--- src/rtl/snes_pad_pkg.sv ---
// Shared definitions for the SNES pad poller.
// Contents: poller FSM state encoding, button bit positions within a
// pad's 16-bit frame, and the bit range used by the pad presence check.
package snes_pad_pkg;

    typedef enum logic [2:0] {
        IDLE,
        LATCH,
        CLK_LOW,
        CLK_HIGH,
        DONE
    } state_e;

    // Bit positions of each button in the decoded (active-high) word.
    localparam int B      = 0;
    localparam int Y      = 1;
    localparam int SELECT = 2;
    localparam int START  = 3;
    localparam int UP     = 4;
    localparam int DOWN   = 5;
    localparam int LEFT   = 6;
    localparam int RIGHT  = 7;
    localparam int A      = 8;
    localparam int X      = 9;
    localparam int L      = 10;
    localparam int R      = 11;

    // A real pad always drives bits 12..15 high (decoded as 0).
    localparam int PRESENT_MSB = 15;
    localparam int PRESENT_LSB = 12;

endpackage

--- src/rtl/pad_sync.sv ---
// Two-flop synchronizer for the asynchronous pad data lines.
// Ports:
//   clk_i  - system clock
//   rst_ni - synchronous active-low reset (clears both stages)
//   d_i    - asynchronous input bus
//   q_o    - synchronized output bus (two cycles of latency)
module pad_sync #(
    parameter int WIDTH = 2
) (
    input  logic             clk_i,
    input  logic             rst_ni,
    input  logic [WIDTH-1:0] d_i,
    output logic [WIDTH-1:0] q_o
);

    logic [WIDTH-1:0] meta_q;
    logic [WIDTH-1:0] sync_q;

    always_ff @(posedge clk_i) begin
        if (!rst_ni) begin
            meta_q <= '0;
            sync_q <= '0;
        end else begin
            meta_q <= d_i;
            sync_q <= meta_q;
        end
    end

    assign q_o = sync_q;

endmodule

--- src/rtl/snes_pad_poller.sv ---
// Console-side poller for SNES-style controller pads sharing one latch
// and one serial clock line. Periodically (or on request) latches the
// pads, clocks out NUM_BITS bits from each, and publishes a decoded,
// active-high button word per pad with a one-cycle valid strobe.
// Ports:
//   clock       - system clock, rising edge
//   reset       - synchronous active-low reset
//   data_in     - raw serial data per pad (active-low buttons)
//   poll_req    - one-cycle request for an immediate poll
//   latch_out   - pad latch strobe (registered)
//   pclk_out    - pad serial clock, idles high (registered)
//   buttons     - last complete frame, pad p at [p*NUM_BITS +: NUM_BITS]
//   pad_present - per-pad presence result of the last frame
//   valid       - one-cycle pulse when buttons/pad_present update
//   busy        - high from LATCH through DONE
module snes_pad_poller
    import snes_pad_pkg::*;
#(
    parameter int CLK_DIV     = 300,
    parameter int POLL_PERIOD = 833333,
    parameter int NUM_PADS    = 2,
    parameter int NUM_BITS    = 16
) (
    input  logic                         clock,
    input  logic                         reset,
    input  logic [NUM_PADS-1:0]          data_in,
    input  logic                         poll_req,
    output logic                         latch_out,
    output logic                         pclk_out,
    output logic [NUM_PADS*NUM_BITS-1:0] buttons,
    output logic [NUM_PADS-1:0]          pad_present,
    output logic                         valid,
    output logic                         busy
);

    localparam int CNT_W = $clog2(POLL_PERIOD);
    localparam int CYC_W = $clog2(2 * CLK_DIV);
    localparam int IDX_W = $clog2(NUM_BITS);

    logic [NUM_PADS-1:0] data_sync;

    pad_sync #(.WIDTH(NUM_PADS)) u_pad_sync (
        .clk_i  (clock),
        .rst_ni (reset),
        .d_i    (data_in),
        .q_o    (data_sync)
    );

    state_e           state_q, state_d;
    logic [CNT_W-1:0] poll_cnt_q, poll_cnt_d;
    logic [CYC_W-1:0] cyc_q, cyc_d;
    logic [IDX_W-1:0] idx_q, idx_d;
    logic             latch_q, pclk_q, valid_q, busy_q;
    logic             wrap, start, sample, load;

    // Wrap and poll_req in the same cycle collapse into one start.
    assign wrap       = (poll_cnt_q == CNT_W'(POLL_PERIOD - 1));
    assign start      = wrap | poll_req;
    assign poll_cnt_d = wrap ? '0 : poll_cnt_q + 1'b1;
    assign load       = (state_d == DONE);

    always_comb begin
        state_d = state_q;
        cyc_d   = cyc_q;
        idx_d   = idx_q;
        sample  = 1'b0;
        case (state_q)
            IDLE: begin
                if (start) begin
                    state_d = LATCH;
                    cyc_d   = '0;
                end
            end
            LATCH: begin
                if (cyc_q == CYC_W'(2 * CLK_DIV - 1)) begin
                    state_d = CLK_LOW;
                    cyc_d   = '0;
                    idx_d   = '0;
                end else begin
                    cyc_d = cyc_q + 1'b1;
                end
            end
            CLK_LOW: begin
                if (cyc_q == CYC_W'(CLK_DIV - 1)) begin
                    // Sample at the end of the low phase, when the pad's
                    // output has long since settled through the synchronizer.
                    sample  = 1'b1;
                    state_d = CLK_HIGH;
                    cyc_d   = '0;
                end else begin
                    cyc_d = cyc_q + 1'b1;
                end
            end
            CLK_HIGH: begin
                if (cyc_q == CYC_W'(CLK_DIV - 1)) begin
                    cyc_d = '0;
                    if (idx_q == IDX_W'(NUM_BITS - 1)) begin
                        state_d = DONE;
                    end else begin
                        idx_d   = idx_q + 1'b1;
                        state_d = CLK_LOW;
                    end
                end else begin
                    cyc_d = cyc_q + 1'b1;
                end
            end
            DONE:    state_d = IDLE;
            default: state_d = IDLE;
        endcase
    end

    // Strobes are registered from the next state so they line up exactly
    // with the state they belong to and never glitch.
    always_ff @(posedge clock) begin
        if (!reset) begin
            state_q    <= IDLE;
            poll_cnt_q <= '0;
            cyc_q      <= '0;
            idx_q      <= '0;
            latch_q    <= 1'b0;
            pclk_q     <= 1'b1;
            valid_q    <= 1'b0;
            busy_q     <= 1'b0;
        end else begin
            state_q    <= state_d;
            poll_cnt_q <= poll_cnt_d;
            cyc_q      <= cyc_d;
            idx_q      <= idx_d;
            latch_q    <= (state_d == LATCH);
            pclk_q     <= (state_d != CLK_LOW);
            valid_q    <= (state_d == DONE);
            busy_q     <= (state_d != IDLE);
        end
    end

    assign latch_out = latch_q;
    assign pclk_out  = pclk_q;
    assign valid     = valid_q;
    assign busy      = busy_q;

    genvar gi;
    generate
        for (gi = 0; gi < NUM_PADS; gi++) begin : g_pad
            logic [NUM_BITS-1:0] shift_q;
            logic [NUM_BITS-1:0] btn_q;
            logic                present_q;
            logic                present_ok;

            // Unplugged lines read low, so their high bits decode as pressed.
            assign present_ok = ~|shift_q[PRESENT_MSB:PRESENT_LSB];

            always_ff @(posedge clock) begin
                if (!reset) begin
                    shift_q   <= '0;
                    btn_q     <= '0;
                    present_q <= 1'b0;
                end else begin
                    if (sample) begin
                        shift_q[idx_q] <= ~data_sync[gi];
                    end
                    if (load) begin
                        present_q <= present_ok;
                        btn_q     <= present_ok ? shift_q : '0;
                    end
                end
            end

            assign buttons[gi*NUM_BITS +: NUM_BITS] = btn_q;
            assign pad_present[gi]                  = present_q;
        end
    endgenerate

endmodule

--- config.mk ---
export PLATFORM = sky130hd
export DESIGN_NAME = snes_pad_poller
export DESIGN_NICKNAME = d
export VERILOG_FILES = /design/src/rtl/snes_pad_pkg.sv /design/src/rtl/pad_sync.sv /design/src/rtl/snes_pad_poller.sv
export SDC_FILE = /design/constraint.sdc
export NUM_CORES = 1
export LEC_CHECK = 0
export CORE_MARGIN = 3
export CORE_UTILIZATION = 34
export DETAILED_ROUTE_END_ITERATION = 16
export SYNTH_ARGS = -nofsm -noshare
export SYNTH_HDL_FRONTEND = slang
export SYNTH_SLANG_ARGS = --single-unit
--- constraint.sdc ---
create_clock -name clock -period 6.4 [get_ports clock]
set_clock_uncertainty 0.2 [all_clocks]
set_input_delay 0.96 -clock clock [delete_from_list [all_inputs] [get_ports clock]]
set_output_delay 0.96 -clock clock [all_outputs]
set_load 0.005 [all_outputs]
======== After elaboration in Yosys (flattened, before gate mapping) ========
Index checks and enable logic that the tools add are counted.
cells by class
  add/subtract/negate cells ............... 3
  $lt $le $gt $ge ......................... 2
  eq/ne operators ......................... 14
  muxes and demuxes ....................... 22
  bitwise operators ....................... 4
  reductions and logical operators ........ 13
operator list
  kind                   count
  $bwmux 16              2
  $mux 16                2
  $mux 10                3
  $pmux 10 s3            1
  $add 20x1->20 const B  1
  $eq 20x20->1 const B   1
  $mux 3                 5
  $mux 4                 3
  $pmux 3 s4             1
  $add 10x1->10 const B  1
  $eq 10x10->1 const B   1
  $eq 10x9->1 const B    1
  $ne 2x2->1 const B     4
  $pmux 4 s2             1
  $reduce_or 4->1        2
  $eq 3x1->1 const B     2
  $eq 3x2->1 const B     2
  $reduce_bool 3->1      2
  $lt 4x5->1 const B     1
  $add 4x1->4 const B    1
  $demux 1 s4            1
  $eq 4x4->1 const B     1
  $ge 4x1->1 const B     1
  $reduce_and 4->1       1
  other kinds (11)       17
word-level totals
  register bits after elaboration ......... 111
  bits of input ports ..................... 5
  output and inout port bits .............. 38
  word-level logic and storage cells ...... 74

======== Longest topological paths before layout ========
Gate-level depths: netlist of run 1.
  depth in word-level cells ............... 5
  mapped depth ............................ 8
  gate-level depth less buffers ........... 7

======== By module ========
Synthesis of run 1 repeated with hierarchy kept, for this count alone.
unflattened totals
  cell total of the unflattened synthesis .. 485
  area, all modules ....................... 4,431.8 um^2
modules (own cells, without submodules)
  module           instances  cells each  area each (um^2)  seq. area each (um^2)
  snes_pad_poller  1          477         4,326.6           2,142.1
  pad_sync         1          8           105.1             80.1

======== Worst setup path after synthesis of run 1 ========
Ideal clock, no wire load.
  path type ............................... input to register
  from .................................... in poll_req
  to ...................................... reg cyc_q[8]
  library setup time ...................... 0.096 ns
  data arrival time ....................... 1.993 ns
  required time ........................... 6.104 ns
  setup slack ............................. 4.111 ns
  stages on the path ...................... 4
  path buffers ............................ 0
  cell sequence ........................... or3_1 > o21ai_1 > nor2_1 > nor4b_1
on the way
  word-level cells in the longest chain between the ends .. 3
RTL lines
  element                            RTL line                text
  from (decl)                        snes_pad_poller.sv:27   input logic poll_req,
  $or 1x1->1                         snes_pad_poller.sv:58   assign start = wrap | poll_req;
  $ne 2x2->1 (no source line)        --
  $reduce_and 2->1 (no source line)  --
  to (signal assigned)               snes_pad_poller.sv:127  cyc_q <= cyc_d;
  to (decl)                          snes_pad_poller.sv:51   logic [CYC_W-1:0] cyc_q, cyc_d;
No other way between the ends.
A chain may end at the register's enable or synchronous reset.

==> run metrics, run 1 <==
area leader, netlist dfxtp_1; Mapped Avg Cell Area 9.29 sq um; num rows 41; DRC viols 0; routing usage on met2 0.207; worst skew pair latency 360 ps; gr usage total 0.130; setup tns final 0 ps; CP max FO 43; Reg power frac 0.528; vias in the first global route 3104; fill cell count 1290; Clock Tree Buf Depth 2; detailed placement HPWL 6.35 mm; Clock power frac 0.443; max-slew violations 0; pin count of the biggest net entering global routing 44; fin crit period 3270 ps; syn nets 490; status finished, final reports clean; Die Wd 120 um; PortBufs 42; Final period util 0.511; post-synthesis sequential area ratio 0.501; synthesized area 4440 sq um; EDFF count, synth 0; worst hold margin 235 ps; crit-path cells clkdlybuf4s50_1, buf_4, clkinv_1, nor2_2, a22o_1; Lkg Pwr 0.00183 uW; routed via count 3431; cell family with most CP delay buffers and inverters; Design Power 1320 uW; Net Sw Frac 0.226; peak supply drop 0.000103 V; CP Class primary input to flop; commonest non-fill, non-tap cells in the layout 111 x dfxtp_1, 68 x nor2_1, 42 x clkdlybuf4s50_1, 38 x a21oi_1, 36 x o21ai_0; nets 520; unrepaired setup endpoints after global routing no; htree depth 3; Post-Syn Instances 478; switching power total 300 uW; Layout area overhead 18.4%; CTS Sinks 111; first-pass detailed-route iteration total 4; commonest non-fill, non-tap cell in the layout dfxtp_1; Iter 0 DRT Violations 179; drt via density 5.01; Yosys reg bits 111; GP Congestion 0.765; ys flop type dfxtp_1; Routed wire per std cell 13.3 um; ANT cells 0; combinational power share 0.029; endpoints failing setup 0; dpl cell area 4940 sq um; layout cell share with drive strength beyond 1 0.0565; post-cts gate resize count 0; post-synth cell types 57; asr flop ratio synth 0; YS warnings 0; Post-CTS Repair Setup Buffers 0; Hold Path Class flop to flop; CP endpoint kind flop; Required @ worst endpoint 6490 ps; first-pass GRT wire length 15.3 mm; final WL 9.13 mm; Critical Path Source Type primary input; P per Cell Area 252 nW/um^2; Worst Path Buf+Inv 3; met1 global-route usage 0.173; die area 14500 sq um; CTS Buf Count 9; Multi-input gate area 2030 sq um; Hold Buf Count CTS 0; area share of the largest cell type after synthesis 0.501; Hold Fails Final Rpt 0; Slowest-stage cell, CP nor2_2; IO Count 43; met3 Usage GRT 0.0346; Die Span Y 120 um; GRT overflow 0; core footprint 12700 sq um; Reg area 2220 sq um; Routed Antenna Nets 0; Int Power 1030 uW; initial antenna violation count 0; Critical Path AT 3360 ps; Tightest Pin Transition 1140 ps; post-route design area 5260 sq um; utilization after layout 0.415; most used routing layer met2; f_max 306 MHz; top cells by area, synth dfxtp_1 50%, nor2_1 5.7%, a22o_1 4.7%; Worst slew margin 0.237; max-cap violation count 0; Starting Density 0.350; Max stage delay on crit path 960 ps; clock-pin slew on the worst setup and hold paths 80 ps; CTS root buf clkbuf_16; TritonCTS clock tree yes
==> worst register-to-register path: stages (launching register included) <==
cell and delay (ps):
dfxtp_1 340, ha_1 220, nand2b_1 120, or3_1 350, nor3_4 120, nor2_2 870
a22o_1 290
==> sequential cells by signal, indices dropped and copies added, names as in the netlist <==
register,cells
poll_cnt_q,20
u_pad_sync.q_o,2
g_pad.btn_q,32
busy,1
pclk_out,1
state_q,3
cyc_q,10
latch_out,1
idx_q,4
g_pad.present_q,2
g_pad.shift_q,32
u_pad_sync.meta_q,2
valid,1
==> routing by layer <==
layer / routed length (um) / vias to the layer above
met3: 438 / 13
met1: 4310 / 1613
met2: 4250 / 64
met4: 132 / 0
met5: 0 / -
li1: - / 1741
==> cells in the mapped netlist (all sizes together) (2+ instances only) <==
cell / n
o21a: 2
o211ai: 2
o21ai: 38
and4: 3
inv: 10
and3: 8
nand4bb: 2
ha: 7
or3: 6
dfxtp: 111
nor2b: 4
nand2b: 5
and2: 19
nor3: 5
nand4: 6
nand3: 10
mux2i: 7
a21oi: 38
xnor2: 12
a22o: 25
nor2: 69
clkbuf: 15
or3b: 3
a311oi: 2
nand2: 22
nor4b: 3
buf: 10
o31ai: 2
xor2: 10
nor4: 7
==> path summary, 6_finish.rpt <==
| path | start | endpoint | slack (ps) | cells past startpoint |
|---|---|---|---|---|
| worst max register to register | cyc_q[0] | g_pad[1].btn_q[1] | 3830 | 6 |
| worst max-delay path | reset | g_pad[1].btn_q[1] | 3130 | 5 |
| worst min-delay path | u_pad_sync.meta_q[1] | u_pad_sync.q_o[1] | 230 | 1 |
| worst min register to register | u_pad_sync.meta_q[1] | u_pad_sync.q_o[1] | 230 | 1 |
==> per-stage QoR <==
stage / cells / worst slack [ps]
5_1_grt: 685 / 2810
3_5_place_dp: 669 / 2650
2_1_floorplan: 478 / 4110
6_report: 685 / 3130
4_1_cts: 685 / 3020
3_3_place_gp: 669 / 2840
==> layout make-up <==
type                       instances  share of cell area
clock buffer                      10              0.0436
clock inverter                     6              0.0164
inverter                          11             0.00786
multi-input combinational        331               0.385
sequential                       111               0.423
tap                              172              0.0410
timing repair buffer              44              0.0829
==> cells by family after synthesis <==
family          count (synthesis)  share of synthesized area
fa+ha+maj                       7                     0.0197
simple gates                  177                      0.209
flops                         111                      0.501
compound gates                117                      0.165
xor+xnor                       22                     0.0434
buf+inv                        36                     0.0431
mux                             8                     0.0183
==> power groups by stage <==
stage	clock [uW]	sequential, uW	combinational, uW
after floorplan	0	715	28.5
after detailed placement	0	716	38.6
after CTS	601	700	38.9
after global placement	0	716	37.3
final	586	700	38.3
after global routing	631	701	43.8
(Power assumes the default switching activity.)
==> run 2, diff against run 1 <==
==> constraint.sdc (replaced) <==
create_clock -name clock -period 2.6 [get_ports clock]
set_clock_uncertainty 0.2 [all_clocks]
set_input_delay 0.39 -clock clock [delete_from_list [all_inputs] [get_ports clock]]
set_output_delay 0.39 -clock clock [all_outputs]
set_load 0.005 [all_outputs]
==> run 2 against run 1 <==
  * Via count about the same
  * Die area is the same
  * Sequential power grew 150%
  * Combinational power grew to 2.6 times the previous value
  * Non-clock buffer count grew 7
  * Largest power group unchanged
==> run metrics, run 2 (synthesis results as in run 1) <==
slack of the critical path 186 ps (-2940 ps); first-pass GRT wire length 16.2 mm (+5.4%); Clock Tree Buf Depth 2 (unchanged); Worst slew margin 0.545 (+0.308); Clock power frac 0.445 (+0.002); combinational power share 0.030 (about the same); max-slew violations 0 (unchanged); Die Wd 120 um (unchanged); Iter 0 DRT Violations 165 (-7.8%); Hold Buf Count CTS 0 (unchanged); pin count of the biggest net entering global routing 42 (-4.5%); vias in the first global route 3257 (+4.9%); utilization after layout 0.420 (+0.00573); Post-Place Cells 676 (+1.0%); Reg area 2220 sq um (unchanged); GP Congestion 0.788 (+3.1%); switching power total 750 uW (+150%); detailed placement HPWL 6.58 mm (+3.8%); Critical Path Source Type flop; nets 527 (+1.3%); layout cell share with drive strength beyond 1 0.0731 (+0.0165); Routed Antenna Nets 0 (unchanged); Hold Path Class flop to flop; Lkg Pwr 0.00187 uW (+2.2%); num rows 41 (unchanged); CTS Buf Count 9 (unchanged); P per Cell Area 616 nW/um^2 (+140%); fin crit period 2410 ps; Required @ worst endpoint 2690 ps (-3800 ps); peak supply drop 0.000321 V (+210%); status finished, final reports clean; Multi-input gate area 2030 sq um (+0.43%); CTS Sinks 111 (unchanged); initial antenna violation count 0 (unchanged); first-pass detailed-route iteration total 5 (+1); Int Power 2530 uW (+150%); Net Sw Frac 0.229 (+0.00245); Reg power frac 0.525 (-0.003); routed via count 3433 (+0.058%); Largest regs g_pad.btn_q (32), g_pad.shift_q (32), poll_cnt_q (20); TritonCTS clock tree yes; commonest non-fill, non-tap cells in the layout 111 x dfxtp_1, 68 x nor2_1, 42 x clkdlybuf4s50_1, 38 x a21oi_1, 36 x o21ai_0; CP max FO 12 (-72%); final WL 9.37 mm (+2.6%); fill cell count 1294 (+0.31%); ANT cells 0 (unchanged); Routed wire per std cell 13.5 um (+1.5%); Die Span Y 120 um (unchanged); Critical Path AT 2510 ps (-850 ps); Tightest Pin Transition 674 ps (-470 ps); commonest non-fill, non-tap cell in the layout dfxtp_1; CP Class flop to flop; f_max 414 MHz; worst skew pair latency 350 ps (about the same); Finished Layout Cells 692 (+1.0%); PortBufs 42 (unchanged); clock-pin slew on the worst setup and hold paths 80 ps (about the same); Layout area overhead 20.0%; Final period util 0.928; IO Count 43 (unchanged); gr usage total 0.137 (+0.00688); drt via density 4.96 (-0.95%); die area 14500 sq um (unchanged); Starting Density 0.350 (unchanged); max-cap violation count 0 (unchanged); Place WS -5.07 ps (-2650 ps); unrepaired setup endpoints after global routing no; GRT overflow 0 (unchanged); CTS root buf clkbuf_16; CP endpoint kind flop; DRC viols 0 (unchanged); htree depth 3 (unchanged); endpoints failing setup 0 (unchanged); Post-CTS Repair Setup Buffers 0 (unchanged); core footprint 12700 sq um (unchanged); Hold Fails Final Rpt 0 (unchanged)
-- run 2: cell types whose count changed in the layout (fill, tap and decap cells not counted) --
cell	delta
buf_4	+7
clkbuf_1	-1
clkinv_8	+1
clkinvlp_4	+1
inv_6	-1
nor2_2	-1
nor2_4	+1
o21ai_1	-1
o21ai_2	+1
-- run 2: layer usage --
metal  global-route usage  vias to the layer above  wire length, um
li1                     -                     1746                -
met1                0.176                     1612             4470
met2                0.221                       61             4310
met3               0.0341                       14              427
met4               0.0552                        0              157
met5                    0                        -                0
-- run 2: path summary, 6_finish.rpt --
path	depth (start not counted)	to	slack (ps)	start
min	1	u_pad_sync.q_o[0]	230	u_pad_sync.meta_q[0]
max reg2reg	6	g_pad[1].btn_q[9]	190	cyc_q[3]
max	6	g_pad[1].btn_q[9]	190	cyc_q[3]
min reg2reg	1	u_pad_sync.q_o[0]	230	u_pad_sync.meta_q[0]
-- run 2: worst max-delay path, stage by stage (launching register included) --
cell and delay [ps]:
dfxtp_1 400, or3b_1 400, or3_1 490, nor3_4 270, buf_4 180, and3_4 270, a22o_1 150
-- run 2: what timing repair did --
action                                  CTS  global route
pin swaps                                 0             0
resized for setup                         1             1
endpoints found under the setup margin   24             1
-- run 2: power groups by stage --
stage	sequential, uW	clock, uW	combinational (uW)
3_3_place_gp	1760	0	95.6
2_1_floorplan	1760	0	70.1
6_report	1720	1460	98.6
4_1_cts	1720	1500	99.2
5_1_grt	1730	1580	112
3_5_place_dp	1760	0	97.6
-- run 2: layout make-up --
cell class              instances  share of cell area
flip-flops and latches        111               0.417
multi-input cells             331               0.382
repair buffers                 51              0.0916
clock buffers                   9              0.0423
well taps                     172              0.0404
clock inverters                 7              0.0190
inverters                      11             0.00775
-- run 2: metrics by stage --
step | hold WS, ps | power [uW] | area, sq um | setup TNS [ps]
5_1_grt | 244 | 3420 | 5330 | 0
2_1_floorplan | 212 | 1830 | 4440 | 0
6_report | 230 | 3280 | 5330 | 0
4_1_cts | 234 | 3330 | 5320 | 0
3_5_place_dp | 219 | 1860 | 4990 | -5.07
3_3_place_gp | 218 | 1860 | 4990 | 0
